==> src/rtl/drum_word_reader.sv <==
// Serial drum word reader: hunts for T0, assembles LSB-first words, flags framing errors.
// Optional word-time counter enabled by defining G15_WORD_ADDR_EN.
module drum_word_reader #(
  parameter int WORD_BITS  = 29,
  parameter int LINE_WORDS = 108
) (
  input  logic                          clk,
  input  logic                          rst,
  input  logic                          en,
  input  logic                          bit_strobe,
  input  logic                          bit_in,
  input  logic                          word_start,
  input  logic                          line_start,
  output logic [WORD_BITS-1:0]          word_out,
  output logic                          word_valid,
  output logic [$clog2(LINE_WORDS)-1:0] word_addr,
  output logic                          frame_err
);

  localparam int CNT_W  = $clog2(WORD_BITS);
  localparam int ADDR_W = $clog2(LINE_WORDS);
  localparam logic [CNT_W-1:0] LAST_BIT = CNT_W'(WORD_BITS - 1);

  typedef enum logic [1:0] {IDLE, HUNT, SHIFT} state_t;

  state_t               state_q, state_d;
  logic [CNT_W-1:0]     cnt_q, cnt_d;
  logic [WORD_BITS-1:0] shreg;
  logic                 store;
  logic                 start;
  logic                 load;
  logic                 err;
  logic [CNT_W-1:0]     store_idx;

  // NOTE: every signal driven here gets a default first so no path leaves it unassigned (no latches).
  always_comb begin
    state_d = state_q;
    cnt_d   = cnt_q;
    store   = 1'b0;
    start   = 1'b0;
    load    = 1'b0;
    err     = 1'b0;
    unique case (state_q)
      IDLE: begin
        state_d = HUNT;
      end
      HUNT: begin
        if (bit_strobe && word_start) begin
          store   = 1'b1;
          start   = 1'b1;
          cnt_d   = CNT_W'(1);
          state_d = SHIFT;
        end
      end
      SHIFT: begin
        if (bit_strobe) begin
          if (word_start) begin
            // T0 mid-word: drop the partial word and restart on this bit.
            err   = (cnt_q != '0);
            store = 1'b1;
            start = 1'b1;
            cnt_d = CNT_W'(1);
          end else if (cnt_q == '0) begin
            err     = 1'b1;
            state_d = HUNT;
          end else begin
            store = 1'b1;
            if (cnt_q == LAST_BIT) begin
              load  = 1'b1;
              cnt_d = '0;
            end else begin
              cnt_d = cnt_q + CNT_W'(1);
            end
          end
        end
      end
      default: state_d = IDLE;
    endcase
    if (!en) begin
      state_d = IDLE;
      cnt_d   = '0;
      store   = 1'b0;
      start   = 1'b0;
      load    = 1'b0;
      err     = 1'b0;
    end
  end

  assign store_idx = start ? '0 : cnt_q;

  // NOTE: state uses non-blocking assignments so all registers update from pre-edge values.
  always_ff @(posedge clk) begin
    if (rst) begin
      state_q    <= IDLE;
      cnt_q      <= '0;
      word_out   <= '0;
      word_valid <= 1'b0;
      frame_err  <= 1'b0;
    end else begin
      state_q    <= state_d;
      cnt_q      <= cnt_d;
      frame_err  <= err;
      word_valid <= load && !err;
      if (load && !err) begin
        word_out <= {bit_in, shreg[WORD_BITS-2:0]};
      end
    end
  end

  // NOTE: the assembly register carries no reset; every bit is rewritten before a word can complete.
  always_ff @(posedge clk) begin
    if (store) begin
      shreg[store_idx] <= bit_in;
    end
  end

`ifdef G15_WORD_ADDR_EN
  logic [ADDR_W-1:0] word_cnt;

  // word_cnt is the word-time index of the word being assembled.
  always_ff @(posedge clk) begin
    if (rst) begin
      word_cnt  <= '0;
      word_addr <= '0;
    end else if (start && line_start) begin
      word_cnt <= '0;
    end else if (load && !err) begin
      word_addr <= word_cnt;
      word_cnt  <= (word_cnt == ADDR_W'(LINE_WORDS - 1)) ? '0 : word_cnt + ADDR_W'(1);
    end
  end
`else
  logic unused_line_start;
  assign unused_line_start = line_start;
  assign word_addr         = '0;
`endif

endmodule

==> config.mk <==
export PLATFORM = sky130hd
export DESIGN_NAME = drum_word_reader
export DESIGN_NICKNAME = d
export VERILOG_FILES = /design/src/rtl/drum_word_reader.sv
export SDC_FILE = /design/constraint.sdc
export NUM_CORES = 1
export LEC_CHECK = 0
export CAP_MARGIN = 30
export CORE_MARGIN = 2
export CORE_UTILIZATION = 53
export DETAILED_ROUTE_END_ITERATION = 10
export GPL_TIMING_DRIVEN = 0
export PLACE_DENSITY = 0.79
export SETUP_SLACK_MARGIN = 0.1
export SLEW_MARGIN = 20
export SYNTH_ARGS = -nofsm -noshare
export SYNTH_HDL_FRONTEND = slang
export SYNTH_SLANG_ARGS = --single-unit
==> constraint.sdc <==
create_clock -name clk -period 2.3 [get_ports clk]
set_input_delay 0.46 -clock clk [delete_from_list [all_inputs] [get_ports clk]]
set_output_delay 0.46 -clock clk [all_outputs]
set_load 0.005 [all_outputs]
==> results of run 1 <==
==> through the flow <==
step | cells | instance area (um2) | util | TNS (ns) | setup WS (ns)
5_1_grt | 418 | 3610 | 0.707 | 0 | 0.0644
4_1_cts | 411 | 3540 | 0.692 | 0 | 0.0898
3_5_place_dp | 394 | 3280 | 0.642 | -3.03 | -0.180
6_report | 418 | 3610 | 0.707 | 0 | 0.151
2_1_floorplan | 289 | 2840 | - | 0 | 0.254
3_3_place_gp | 394 | 3280 | 0.642 | -2.19 | -0.142
==> cell families (layout without fill, tap and decap cells) <==
kind of cell / Yosys count / after routing / synth area share
buffers and inverters: 30 / 89 / 0.0617
other: 1 / 7 / 0.00133
AOI/OAI and AO/OA: 47 / 47 / 0.110
DFF: 66 / 66 / 0.568
adders and majority gates: 8 / 8 / 0.0355
and+or+nand+nor: 131 / 131 / 0.223
==> critical path, cell delays in order, from the launching register on <==
cell     delay, ns
dfxtp_4       0.37
inv_1         0.09
ha_1          0.22
nor4b_4       0.14
ha_2          0.21
nor4b_4       0.31
buf_4         0.18
nand3_4       0.16
nor2_1        0.17
==> timing repair <==
| item | in CTS | in global routing |
|---|---|---|
| hold buffers | 0 | 0 |
| endpoints found under the setup margin | 22 | 58 |
| resized for setup | 13 | 11 |
| buffers inserted | 1 | 7 |
| pin swaps | 0 | 2 |
==> power by group <==
group	leakage, uW	internal (uW)	switching (uW)
clock	0.0000998	567	405
sequential	0.000560	1220	3.33
combinational	0.000575	35.8	54.3
total	0.00123	1820	463
==> placed cells by master, fill, tap and decap left out, drive strengths merged, types with 2 or more instances in the layout <==
master | synthesis | routed
a21oi | 32 | 32
and3 | 3 | 3
and4 | 2 | 2
buf | 16 | 24
clkbuf | 7 | 21
clkdlybuf4s50 | 0 | 35
conb | 1 | 7
dfxtp | 38 | 38
edfxtp | 28 | 28
ha | 8 | 8
inv | 7 | 7
nand2 | 63 | 63
nand2b | 3 | 3
nand3 | 11 | 11
nand3b | 3 | 3
nand4 | 2 | 2
nor2 | 31 | 31
nor2b | 3 | 3
nor3b | 3 | 3
nor4b | 2 | 2
o21ai | 2 | 2
o22ai | 4 | 4
o2bb2ai | 2 | 2
==> worst paths after layout <==
kind,start,to,cells after the start
setup / recovery,cnt_q[0],shreg[22],8
hold / removal,word_out[16],word_out[16],2
setup reg to reg,cnt_q[0],shreg[22],8
hold reg to reg,word_out[16],word_out[16],2
==> routing by layer <==
metal	vias to the layer above	routed length (um)
met5	-	0
met4	0	65
met3	6	382
met2	72	2820
met1	1024	2300
li1	1073	-
==> final cells by class <==
cell class                      count  area share
Sequential cell                    66       0.446
Multi-Input combinational cell    193       0.312
Timing Repair Buffer               43       0.114
Clock buffer                       14      0.0454
Buffer                             23      0.0419
Tap cell                           70      0.0242
Clock inverter                      2     0.00970
Inverter                            7     0.00727
==> state kept, by name, indices dropped and copies added, names as in the netlist <==
name and cells:
cnt_q 5, frame_err 1, word_valid 1, state_q 2, shreg 28, word_out 29
==> impl_metrics.yaml, run 1 <==
yosys:
  synth.top_cells.by_count: "53 x nand2_1, 38 x dfxtp_1, 31 x nor2_1, 28 x edfxtp_1, 22 x a21oi_1"
  syn_avg_cell_area_um2: 9.96
  yosysTopAreaCell: "edfxtp_1"
  synth_edf_count: 28
  synth_seq_cells: 66
  synth_ff_type: "dfxtp_1"
  yosysSeqAreaShare: 0.568
  ys_warn_count: 0
  yosys.area.top_type_share: 0.298
  synthArstFlopShare: 0
  post-synth-top-count-cell: "nand2_1"
  yosysUniqueCellTypes: 40
  syn_inst: 283
  synthTopCellsByArea: "edfxtp_1 30%, dfxtp_1 27%, nand2_1 7.1%, nor2_1 4.1%, a21oi_1 3.9%"
  synth_area_mm2: 0.00282
cts:
  clockBufferDepth: 2
  cts_tree: "built"
  h-tree-depth: 3
  numClockSinks: 66
  insertion_delay_ns: 0.34
  clockRootBuffer: "clkbuf_8"
  clkTransAtPathRegs_ns: 0.07
  cts_made_buffers: 9
floorplanning:
  row_count: 26
  core-area_mm2: 0.00511
  start_util: 0.552
  ios: 45
  fp.dieH_um: 76.9
  die_w_um: 76.9
  fp.dieArea_mm2: 0.00592
sta:
  worst_clock_skew_ns: 0.0103
  finalCritPeriodShare: 0.934
  grt_setup_unrepaired: "yes"
  slew-limit-headroom: 0.439
  whs_ns: 0.449
  fmax_mhz: 465
  post-route-min-period_ns: 2.15
  setup_violations: 0
  finalHoldViolations: 0
  maxSlewViolCount: 0
  tightest_slew_ns: 0.838
global_route:
  gr-total-overflow: 0
  grt.busiest_layer: "met2"
  grt_max_degree: 30
  use_met1: 0.238
  grt_use_met2: 0.344
  grtUsageMet3: 0.0741
  grt_pass1_vias: 2062
  antenna_found_initial: 0
  grt_first_pass_wirelength_um: 9290
  grt_usage: 0.205
finish:
  drive_gt1_frac: 0.210
  fillCellCount: 413
  multi_input_area_mm2: 0.00113
  area.growth.synth_to_final_pct: 28.2
  fin_nets: 358
  n_antenna_cell: 0
  layout.area.seq_mm2: 0.00161
power_and_ir_drop:
  power_uw: 2290
  peakVddDrop_mv: 0.387
  p_per_area_mw_per_mm2: 633
  p_leak_uw: 0.00123
routing:
  wl_per_cell_um: 13.3
  dr_total_vias: 2175
  wirelength_um: 5570
  drcViolationCount: 0
  dr.pass1.iters: 4
  via_per_inst: 5.20
  drtIter0Drc: 161
  final_antenna_net_count: 0
worst_setup_path:
  worstPathArrival_ns: 2.20
  r2r_slack_ns: 0.15
  critPathCaptureType: "flop"
  path_class: "reg2reg"
  path_max_fanout: 7
  worstPathRequired_ns: 2.35
  worstSetupStartpointType: "flop"
place:
  dp_hpwl_um: 3650
  port_buffers: 35
  gp_congestion: 0.830
run_status:
  status: "complete, no violations"
job:
  maxCapViolCount: 0
min_path:
  min_path_type: "reg2reg"
(Power assumes the default switching activity.)
==> inputs of run 2 (changes only) <==
- CAP_MARGIN: 30 -> 20
==> results of run 2 <==
No change in the layout: final DEF, timing and power equal those of run 1.
==> inputs of run 3 (changes only) <==
- HOLD_SLACK_MARGIN: not set -> 0.1
==> results of run 3 <==
No change in the layout: final DEF, timing and power equal those of run 1.
